[src/rtl/countdown_timer_mmss_pkg.sv]
`default_nettype none
// ============================================================================
// Module  : countdown_timer_mmss_pkg
// Purpose : Shared definitions for the MM:SS countdown timer. Holds the FSM
//           state encodings, the BCD digit limits, and a digit clamp helper.
// Ports   : none (package)
// Rev     : 1.0 - initial release
// ============================================================================
package countdown_timer_mmss_pkg;

  // FSM state encodings
  localparam logic [1:0] ST_IDLE  = 2'd0;
  localparam logic [1:0] ST_RUN   = 2'd1;
  localparam logic [1:0] ST_PAUSE = 2'd2;
  localparam logic [1:0] ST_ALARM = 2'd3;

  // BCD digit limits: units digits run 0..9, seconds tens run 0..5
  localparam logic [3:0] BCD_UNITS_MAX = 4'd9;
  localparam logic [3:0] BCD_TENS_MAX  = 4'd5;

  // Saturate a preset digit to its legal maximum
  function automatic logic [3:0] bcd_clamp(input logic [3:0] d, input logic [3:0] lim);
    return (d > lim) ? lim : d;
  endfunction

endpackage
`default_nettype wire

[src/rtl/counter_dec_60_down.sv]
`default_nettype none
// ============================================================================
// Module  : counter_dec_60_down
// Purpose : Two-digit BCD down counter (mirror of the dec-60 up counter).
//           Counts TENS_MAX9 .. 00; TENS_MAX=5 gives 59..00, TENS_MAX=9 gives
//           99..00. Priority: clear, then load, then decrement.
// Ports   : clk_i      - clock
//           rst_ni     - asynchronous active-low reset
//           clr_i      - synchronous clear to 00
//           load_i     - load tens_i/units_i (already clamped by caller)
//           tens_i     - preset tens digit
//           units_i    - preset units digit
//           dec_i      - decrement by one
//           tens_o     - tens digit (registered)
//           units_o    - units digit (registered)
//           borrow_o   - combinational, high while the count is 00
// Rev     : 1.0 - initial release
// ============================================================================
module counter_dec_60_down
  import countdown_timer_mmss_pkg::*;
#(
  parameter int unsigned TENS_MAX = 5
) (
  input  logic       clk_i,
  input  logic       rst_ni,
  input  logic       clr_i,
  input  logic       load_i,
  input  logic [3:0] tens_i,
  input  logic [3:0] units_i,
  input  logic       dec_i,
  output logic [3:0] tens_o,
  output logic [3:0] units_o,
  output logic       borrow_o
);

  logic [3:0] tens_q, tens_d;
  logic [3:0] units_q, units_d;

  always_comb begin
    tens_d  = tens_q;
    units_d = units_q;
    if (clr_i) begin
      tens_d  = 4'd0;
      units_d = 4'd0;
    end else if (load_i) begin
      tens_d  = tens_i;
      units_d = units_i;
    end else if (dec_i) begin
      if (units_q == 4'd0) begin
        units_d = BCD_UNITS_MAX;
        // Wrap of the tens digit is the borrow taken by the next stage
        tens_d  = (tens_q == 4'd0) ? 4'(TENS_MAX) : tens_q - 4'd1;
      end else begin
        units_d = units_q - 4'd1;
      end
    end
  end

  always_ff @(posedge clk_i or negedge rst_ni) begin
    if (!rst_ni) begin
      tens_q  <= 4'd0;
      units_q <= 4'd0;
    end else begin
      tens_q  <= tens_d;
      units_q <= units_d;
    end
  end

  assign tens_o   = tens_q;
  assign units_o  = units_q;
  assign borrow_o = (tens_q == 4'd0) && (units_q == 4'd0);

endmodule
`default_nettype wire

[src/rtl/countdown_timer_mmss.sv]
`default_nettype none
// ============================================================================
// Module  : countdown_timer_mmss
// Purpose : MM:SS BCD countdown timer with IDLE/RUN/PAUSE/ALARM control and
//           an alarm that lasts ALARM_SEC one-second ticks.
// Ports   : clk_i        - system clock
//           reset_n_i    - asynchronous active-low reset
//           clk_sec_i    - one-clk 1 s tick
//           load_i       - one-clk pulse, capture set_* digits
//           set_*_i      - BCD preset digits (clamped on load)
//           start_i      - one-clk pulse, begin/resume countdown
//           stop_i       - one-clk pulse, pause/clear/silence
//           min10_o..sec1_o - current BCD value (registered)
//           running_o    - high in RUN
//           alarm_o      - high in ALARM
// Rev     : 1.0 - initial release
// ============================================================================
module countdown_timer_mmss
  import countdown_timer_mmss_pkg::*;
#(
  parameter int unsigned ALARM_SEC = 5
) (
  input  logic       clk_i,
  input  logic       reset_n_i,
  input  logic       clk_sec_i,
  input  logic       load_i,
  input  logic [3:0] set_min10_i,
  input  logic [3:0] set_min1_i,
  input  logic [3:0] set_sec10_i,
  input  logic [3:0] set_sec1_i,
  input  logic       start_i,
  input  logic       stop_i,
  output logic [3:0] min10_o,
  output logic [3:0] min1_o,
  output logic [3:0] sec10_o,
  output logic [3:0] sec1_o,
  output logic       running_o,
  output logic       alarm_o
);

  localparam int unsigned CNT_W = (ALARM_SEC < 2) ? 1 : $clog2(ALARM_SEC);

  logic [1:0]       state_q, state_d;
  logic [CNT_W-1:0] acnt_q, acnt_d;

  logic load_en, clr_en, dec_en;
  logic sec_zero, min_zero, is_zero, is_one;

  // Decrement sequence (per clk_sec tick in RUN)
  always_comb begin
    state_d = state_q;
    acnt_d  = acnt_q;
    load_en = 1'b0;
    clr_en  = 1'b0;
    dec_en  = 1'b0;
    case (state_q)
      ST_RUN: begin
        if (stop_i) begin
          state_d = ST_PAUSE;
        end else if (clk_sec_i) begin
          dec_en = 1'b1;
          // The tick that lands on 00:00 enters ALARM together with the digits
          if (is_one) begin
            state_d = ST_ALARM;
            acnt_d  = '0;
          end
        end
      end
      ST_ALARM: begin
        if (stop_i) begin
          state_d = ST_IDLE;
          acnt_d  = '0;
        end else if (clk_sec_i) begin
          if (acnt_q == CNT_W'(ALARM_SEC - 1)) begin
            state_d = ST_IDLE;
            acnt_d  = '0;
          end else begin
            acnt_d = acnt_q + CNT_W'(1);
          end
        end
      end
      default: begin  // ST_IDLE, ST_PAUSE
        if (stop_i) begin
          // stop in IDLE swallows any coincident load/start
          if (state_q == ST_PAUSE) begin
            state_d = ST_IDLE;
            clr_en  = 1'b1;
          end
        end else if (load_i) begin
          load_en = 1'b1;
        end else if (start_i && !is_zero) begin
          state_d = ST_RUN;
        end
      end
    endcase
  end

  always_ff @(posedge clk_i or negedge reset_n_i) begin
    if (!reset_n_i) begin
      state_q <= ST_IDLE;
      acnt_q  <= '0;
    end else begin
      state_q <= state_d;
      acnt_q  <= acnt_d;
    end
  end

  counter_dec_60_down #(.TENS_MAX(5)) u_sec (
    .clk_i    (clk_i),
    .rst_ni   (reset_n_i),
    .clr_i    (clr_en),
    .load_i   (load_en),
    .tens_i   (bcd_clamp(set_sec10_i, BCD_TENS_MAX)),
    .units_i  (bcd_clamp(set_sec1_i, BCD_UNITS_MAX)),
    .dec_i    (dec_en),
    .tens_o   (sec10_o),
    .units_o  (sec1_o),
    .borrow_o (sec_zero)
  );

  // Minutes step only when seconds wrap from 00 to 59
  counter_dec_60_down #(.TENS_MAX(9)) u_min (
    .clk_i    (clk_i),
    .rst_ni   (reset_n_i),
    .clr_i    (clr_en),
    .load_i   (load_en),
    .tens_i   (bcd_clamp(set_min10_i, BCD_UNITS_MAX)),
    .units_i  (bcd_clamp(set_min1_i, BCD_UNITS_MAX)),
    .dec_i    (dec_en && sec_zero),
    .tens_o   (min10_o),
    .units_o  (min1_o),
    .borrow_o (min_zero)
  );

  assign is_zero   = sec_zero && min_zero;
  assign is_one    = min_zero && (sec10_o == 4'd0) && (sec1_o == 4'd1);
  assign running_o = (state_q == ST_RUN);
  assign alarm_o   = (state_q == ST_ALARM);

endmodule
`default_nettype wire
[config.mk]
export PLATFORM = sky130hd
export DESIGN_NAME = countdown_timer_mmss
export DESIGN_NICKNAME = d
export VERILOG_FILES = /design/src/rtl/countdown_timer_mmss_pkg.sv /design/src/rtl/counter_dec_60_down.sv /design/src/rtl/countdown_timer_mmss.sv
export SDC_FILE = /design/constraint.sdc
export NUM_CORES = 1
export LEC_CHECK = 0
export BUFFER_PORTS_ARGS = -buffer_cell sky130_fd_sc_hd__buf_2
export CORE_AREA = 2 2 81 83
export DETAILED_ROUTE_END_ITERATION = 16
export DIE_AREA = 0 0 83 85
export PLACE_DENSITY = 0.45
export SETUP_SLACK_MARGIN = 0.3
export SLEW_MARGIN = 10
export SYNTH_ARGS = -nofsm -noshare
export SYNTH_HDL_FRONTEND = slang
export SYNTH_HIERARCHICAL = 1
export SYNTH_SLANG_ARGS = --single-unit
[constraint.sdc]
create_clock -name clk_i -period 3.4 [get_ports clk_i]
set_clock_uncertainty 0.15 [all_clocks]
set_input_delay 0.17 -clock clk_i [delete_from_list [all_inputs] [get_ports clk_i]]
set_output_delay 0.17 -clock clk_i [all_outputs]
set_load 0.1 [all_outputs]
==> results of run 1 <==
## metrics by stage
step	instance area, um2	hold slack [ns]
floorplan	1480	-0.276
global placement	1760	0.0225
detailed placement	1760	0.0261
CTS	1820	0.0240
global route	1820	0.0270
finish	1820	0.0271
## layout make-up
cell class,instances,area [um2]
fill,673,4390
multi-input combinational,134,886
sequential,21,526
timing repair buffer,42,220
tap,77,96.3
clock buffer,3,41.3
inverter,11,41.3
clock inverter,1,5.00
## final timing paths
| path | from | endpoint | slack, ns | depth (start not counted) |
|---|---|---|---|---|
| worst min register to register | acnt_q[1]$_DFFE_PN0P_ | acnt_q[1]$_DFFE_PN0P_ | 0.38 | 1 |
| worst max register to register | state_q[0]$_DFFE_PN0P_ | u_min/tens_o[3]$_DFFE_PN0P_ | 0.59 | 6 |
| worst min-delay path | set_sec1_i[3] | u_sec/units_o[3]$_DFFE_PN0P_ | 0.03 | 3 |
| max in group asynchronous | reset_n_i | acnt_q[0]$_DFFE_PN0P_ | 2.49 | 2 |
| worst max-delay path | state_q[0]$_DFFE_PN0P_ | u_min/tens_o[3]$_DFFE_PN0P_ | 0.59 | 6 |
| min in group asynchronous | reset_n_i | u_min/units_o[0]$_DFFE_PN0P_ | 0.26 | 2 |
## state kept, by name (all words and copies together), names as in the netlist
name / count
u_min/tens_o: 4
u_min/units_o: 4
u_sec/tens_o: 4
u_sec/units_o: 4
acnt_q: 3
state_q: 2
## synth_stat cells (3+ instances only)
master / number / area [um2]
sky130_fd_sc_hd__dfrtp_1: 21 / 526
sky130_fd_sc_hd__nor2_1: 21 / 78.8
sky130_fd_sc_hd__nand2_1: 16 / 60.1
sky130_fd_sc_hd__inv_1: 11 / 41.3
sky130_fd_sc_hd__a21oi_1: 10 / 50.1
sky130_fd_sc_hd__o21ai_0: 8 / 40.0
sky130_fd_sc_hd__clkbuf_1: 6 / 22.5
sky130_fd_sc_hd__nand2b_1: 6 / 37.5
sky130_fd_sc_hd__nor2b_1: 6 / 37.5
sky130_fd_sc_hd__nor3_1: 4 / 20.0
sky130_fd_sc_hd__or3_1: 4 / 25.0
sky130_fd_sc_hd__a211oi_1: 3 / 22.5
sky130_fd_sc_hd__a221oi_1: 3 / 26.3
sky130_fd_sc_hd__a311oi_1: 3 / 26.3
sky130_fd_sc_hd__and2_1: 3 / 18.8
sky130_fd_sc_hd__o211ai_1: 3 / 22.5
sky130_fd_sc_hd__xor2_1: 3 / 26.3
## critical path, delay by kind of cell, from the launching register on
family | cells | cell delay (ns)
AND/OR/NAND/NOR | 4 | 1.65
flip-flops | 1 | 0.48
AO/OA/AOI/OAI | 2 | 0.45
## cells in the final DEF (no fill, tap or decap), types with 3 or more instances in the layout
cell type and count:
sky130_fd_sc_hd__nor3_1 4, sky130_fd_sc_hd__clkbuf_8 3, sky130_fd_sc_hd__a311oi_1 3, sky130_fd_sc_hd__and2_1 3, sky130_fd_sc_hd__a221oi_1 3, sky130_fd_sc_hd__nor2b_1 6
sky130_fd_sc_hd__o21ai_0 8, sky130_fd_sc_hd__nand2b_1 6, sky130_fd_sc_hd__a211oi_1 3, sky130_fd_sc_hd__a21oi_1 10, sky130_fd_sc_hd__xor2_1 3, sky130_fd_sc_hd__dfrtp_1 21
sky130_fd_sc_hd__or3_1 4, sky130_fd_sc_hd__buf_2 39, sky130_fd_sc_hd__nor2_1 21, sky130_fd_sc_hd__o211ai_1 3, sky130_fd_sc_hd__nand2_1 16, sky130_fd_sc_hd__inv_1 11
## routing by layer
metal	GRT usage [%]	wire, um	up-vias
met5	0	0	-
met4	4.02	39	0
met3	1.95	145	2
met2	16.6	1660	25
met1	16.3	1990	661
li1	-	-	705
## cells by family after synthesis
group,count (synthesis),synth area share (%)
xor gates and xnor gates,4,2.36
adders and majority gates,2,1.69
buffers and inverters,20,5.15
muxes,1,0.759
other,1,0.253
DFF,21,35.4
AOI/OAI and AO/OA,48,22.4
and+or+nand+nor,78,31.9
==> implementation parameters, run 1 <==
Parameter                              Value

Setup path
  CP startpoint kind    flop
  Worst endpoint data arrival time    2.83 ns
  Critical path's largest stage delay    approximately 0.52 ns
  Cell breakdown of the critical path    o21ai_1 -> nor3_1 -> and2_1 -> or4b_4 -> or3_1 -> a311oi_1
  Startpoint-to-endpoint class of the critical path    flop to flop
  CP max stage cell    sky130_fd_sc_hd__nor3_1
  Largest fanout on the critical path    9
  Crit path required time    between 3 and 4 ns
  Setup crit end kind    flop

Cells and area
  Total number of nets in the final design    ~240
  Area Overhead vs Synth    22.4%
  Core Util, Final    just under 30%
  Fin cells    between 200 and 300
  Fraction of layout instances using a drive strength above 1    a little over a quarter
  Number of diodes added for antenna fixing    0

Clock network
  CTS H-tree depth    1
  Clock Tree Buf Depth    2
  CTS Sinks    21
  Clock Latency Late Sink    between 0.2 and 0.3 ns
  Register clock-pin slew on the reported worst setup and hold paths    ~0.080 ns
  CTS buffer count    3
  Number of instances resized during post-cts repair    0
  Post-CTS Repair Setup Buffers    0
  Hold buffers post-CTS    1
  Root buffer selected by CTS    sky130_fd_sc_hd__clkbuf_8
  CTS tree    yes

Logic synthesis
  Syn Nets    between 150 and 200
  Synthesized cell area    roughly 1500 um2
  Flip-flop and latch count after synthesis    21
  Avg Inst Size Synth    about 8.5 um2
  Fraction of the yosys area taken by sequential cells    35.4%
  Cell count after synthesis    about 180
  Post-synth ARST share    between 90% and 100%
  Ys Warns    6
  Number of library cell types mapped by synthesis    52
  Number of enable flip-flop cells after synthesis    0
  Most instantiated flip-flop cell in the synthesis netlist    sky130_fd_sc_hd__dfrtp_1

Detailed routing
  DRC viols    0
  Routed wire length per instance    between 10 and 15 um
  First-pass detailed-route iteration total    4
  Total Wirelength    roughly 3800 um
  Via-per-instance ratio    ~4.8
  Number of DRC violations after detailed-routing iteration 0    between 50 and 60
  Total via count in the routed design    approximately 1400
  Post-route ant nets    0

Die
  Die extent in x    between 80 and 90 um
  Height of the chip    between 80 and 90 um
  Initial Utilization    a little under a quarter
  Total die area    about 7100 um2
  Row count    29
  Core Region    6200 um2
  Top-level port count    40

Placed design
  Placer congestion estimate    approximately 0.74
  Detailed Place HPWL    around 2800 um
  Post-Place Cells    about 280
  Worst setup slack after placement    roughly 0.60 ns
  Port Buffers    39

Timing
  Final worst path period share    ~83%
  Final worst-path setup slack    0.587 ns
  Final hold vios    0
  RSZ-0062 raised after global routing    no
  Fmax    between 0.3 and 0.4 GHz
  Sum of negative setup slack    0 ns
  Final Setup Violations    0
  Transition time of the tightest slew-check pin    0.677 ns
  Count of final max-slew check failures    0
  Period minus WS final    approximately 2.8 ns
  Headroom to the max-slew limit    54.9%

Status
  Outcome    finished, final reports clean

GRT
  Vias in the first global route    around 1300
  Largest net degree at the start of global routing    22
  Global-route wire length before repair    roughly 6500 um
  Initial antenna violation count    0
  Aggregate global routing overflow    0
  Total global-route track usage    between 10 and 15%

Min path
  Path category of the worst min-delay check    input port to flop

Job
  MaxCap Viol Count    0
Power of run 1 is left out: the tool's default activity adds up to more than one toggle a clock period on the data nets, which glitch-free logic cannot reach.
==> run 2: changes to the inputs <==
==> constraint.sdc (replaced) <==
create_clock -name clk_i -period 2.8 [get_ports clk_i]
set_clock_uncertainty 0.15 [all_clocks]
set_input_delay 0.14 -clock clk_i [delete_from_list [all_inputs] [get_ports clk_i]]
set_output_delay 0.14 -clock clk_i [all_outputs]
set_load 0.1 [all_outputs]
==> run 2 against run 1 <==
Compared with the run above:
- critical path depth did not move
- flip-flop and latch count unchanged
- fmax grew 8.3%
- critical path type unchanged
- highest routed layer unchanged
==> implementation parameters, run 2 (synthesis gave the netlist of run 1 again) <==
Parameter                              Value

Die
  Row count    29 (unchanged)
  Core Region    6200 um2 (unchanged)
  Height of the chip    85 um (unchanged)
  Top-level port count    40 (unchanged)
  Total die area    7060 um2 (unchanged)
  Die extent in x    83 um (unchanged)
  Initial Utilization    23.9% (unchanged)

Detailed routing
  Via-per-instance ratio    4.84 (was 4.82)
  Number of DRC violations after detailed-routing iteration 0    69 (was 59)
  Post-route ant nets    0 (unchanged)
  Total via count in the routed design    1458 (was 1393)
  DRC viols    0 (unchanged)
  Total Wirelength    4220 um (was 3830 um)
  First-pass detailed-route iteration total    4 (unchanged)
  Routed wire length per instance    14.0 um (was 13.3 um)

Timing
  RSZ-0062 raised after global routing    yes (was no)
  Count of final max-slew check failures    0 (unchanged)
  Transition time of the tightest slew-check pin    0.749 ns (was 0.677 ns)
  Final hold vios    0 (unchanged)
  Headroom to the max-slew limit    50.1% (was 54.9%)
  Final worst path period share    92.8% (was 82.7%)
  Fmax    0.385 GHz (was 0.356 GHz)
  Sum of negative setup slack    0 ns (unchanged)
  Period minus WS final    2.60 ns (was 2.81 ns)
  Final Setup Violations    0 (unchanged)

Setup path
  Startpoint-to-endpoint class of the critical path    flop to flop (unchanged)
  Setup crit end kind    flop (unchanged)
  Register-to-register path setup slack    0.20 ns (was 0.59 ns)
  Crit path required time    2.82 ns (was 3.42 ns)
  Path depth of the worst reg2reg path    6 (unchanged)
  CP startpoint kind    flop (unchanged)
  Endpoint of the most critical register-to-register path    u_min/tens_o[3]$_DFFE_PN0P_ (unchanged)
  Largest fanout on the critical path    2 (was 9)
  Worst reg2reg path startpoint    u_sec/tens_o[2]$_DFFE_PN0P_ (was state_q[0]$_DFFE_PN0P_)
  Worst endpoint data arrival time    2.61 ns (was 2.83 ns)

Clock network
  CTS Sinks    21 (unchanged)
  Clock Latency Late Sink    0.26 ns (about the same)
  CTS buffer count    3 (unchanged)
  Root buffer selected by CTS    sky130_fd_sc_hd__clkbuf_8 (unchanged)
  Clock Tree Buf Depth    2 (unchanged)
  CTS H-tree depth    1 (unchanged)
  CTS tree    yes (unchanged)
  Register clock-pin slew on the reported worst setup and hold paths    0.08 ns (about the same)

Placed design
  Placer congestion estimate    0.735 (was 0.743)
  Detailed Place HPWL    2960 um (was 2820 um)
  Port Buffers    39 (unchanged)

Status
  Outcome    finished, final reports clean (unchanged)

Power
  Cell area power density    1240 nW/um2
  Max VDD drop    488 uV
  PnR Total Power    between 2 and 2.5 mW
  Static leakage    0.825 nW

Job
  MaxCap Viol Count    0 (unchanged)

GRT
  Initial antenna violation count    0 (unchanged)
  Total global-route track usage    11.9% (was 11.2%)
  Vias in the first global route    1450 (was 1347)
  Largest net degree at the start of global routing    22 (unchanged)
  Global-route wire length before repair    6980 um (was 6530 um)
  Aggregate global routing overflow    0 (unchanged)

Cells and area
  Core Util, Final    31.8% (was 29.3%)
  Total number of nets in the final design    249 (was 237)
  Commonest non-fill, non-tap cell in the layout    sky130_fd_sc_hd__buf_2 (unchanged)
  Area Overhead vs Synth    33.2% (was 22.4%)
  Fraction of layout instances using a drive strength above 1    37.1% (was 26.4%)
  Commonest cells after routing, fill and taps aside    sky130_fd_sc_hd__buf_2 (39), sky130_fd_sc_hd__nor2_1 (21), sky130_fd_sc_hd__nand2_1 (15) (was sky130_fd_sc_hd__buf_2 (39), sky130_fd_sc_hd__nor2_1 (21), sky130_fd_sc_hd__dfrtp_1 (21))
  Number of diodes added for antenna fixing    0 (unchanged)

Min path
  Min-Delay Startpoint    set_sec1_i[3] (unchanged)
  Path category of the worst min-delay check    input port to flop (unchanged)
  Min-Delay Endpoint    u_sec/units_o[3]$_DFFE_PN0P_ (unchanged)
  Worst hold path depth    3 (unchanged)
run 2: cell count changes in the layout (fill, tap and decap cells not counted), moves of 2 or more:
cell / before / now
sky130_fd_sc_hd__dfrtp_2: 0 / 8
sky130_fd_sc_hd__dfrtp_4: 0 / 2
sky130_fd_sc_hd__o21ai_0: 8 / 6
sky130_fd_sc_hd__buf_4: 2 / 12
sky130_fd_sc_hd__dfrtp_1: 21 / 11
sky130_fd_sc_hd__buf_6: 0 / 2
run 2: cell type report:
class	count	area, um2
tap	77	96.3
multi-input combinational	134	931
timing repair buffer	54	318
clock buffer	4	45.0
sequential	21	543
inverter	11	41.3
fill	694	4230
run 2: critical path, cell delays in order (launching register included):
cell	delay [ns]
sky130_fd_sc_hd__dfrtp_4	0.47
sky130_fd_sc_hd__or3_4	0.39
sky130_fd_sc_hd__nor4bb_4	0.28
sky130_fd_sc_hd__and2_4	0.20
sky130_fd_sc_hd__or4b_4	0.46
sky130_fd_sc_hd__or3_1	0.34
sky130_fd_sc_hd__a311oi_1	0.22
run 2: report_power, final:
group / total (mW) / leakage [nW] / switching, mW / internal (mW)
logic: 1.59 / 0.550 / 1.21 / 0.375
clock network: 0.208 / 0.0228 / 0.107 / 0.102
registers: 0.657 / 0.252 / 0.206 / 0.451
run 2: repair_timing:
| item | in CTS | in global routing |
|---|---|---|
| setup buffers | 2 | 2 |
| gates cloned | 0 | 0 |
| hold endpoints to repair | 21 | 0 |
| hold buffers | 1 | 0 |
| setup endpoints to repair | 4 | 7 |
| pin swaps | 3 | 5 |
| resized for setup | 5 | 8 |
run 2: through the flow:
step / area, um2 / cells / worst slack, ns / hold slack, ns
after floorplan: 1500 / 175 / -0.0420 / -0.306
after global placement: 1840 / 292 / 0.158 / -0.00521
after detailed placement: 1840 / 292 / 0.112 / -0.00334
after CTS: 1940 / 299 / 0.218 / 0.00565
after global routing: 1970 / 301 / 0.0961 / 0.0347
final: 1970 / 301 / 0.202 / 0.0112
run 2: layer usage:
metal  track usage, %  wire length [um]  vias up
met5                0                 0        -
met4             3.58                34        0
met3             1.85               154        2
met2             19.4              2040       28
met1             16.3              1990      704
li1                 -                 -      724
run 2: worst max-delay path by stage:
| stage | start | endpoint | cells after the start |
|---|---|---|---|
| finish | u_sec/tens_o[2]$_DFFE_PN0P_ | u_min/tens_o[3]$_DFFE_PN0P_ | 6 |
| global route | u_sec/tens_o[2]$_DFFE_PN0P_ | u_min/tens_o[1]$_DFFE_PN0P_ | 8 |
| CTS | u_sec/tens_o[0]$_DFFE_PN0P_ | u_min/tens_o[3]$_DFFE_PN0P_ | 6 |
| detailed placement | u_sec/tens_o[2]$_DFFE_PN0P_ | u_min/tens_o[3]$_DFFE_PN0P_ | 6 |
| global placement | u_sec/tens_o[2]$_DFFE_PN0P_ | u_min/tens_o[3]$_DFFE_PN0P_ | 6 |
| floorplan | u_sec/tens_o[2]$_DFFE_PN0P_ | u_min/tens_o[3]$_DFFE_PN0P_ | 6 |
Note: power is estimated with default switching activity, not from simulation.
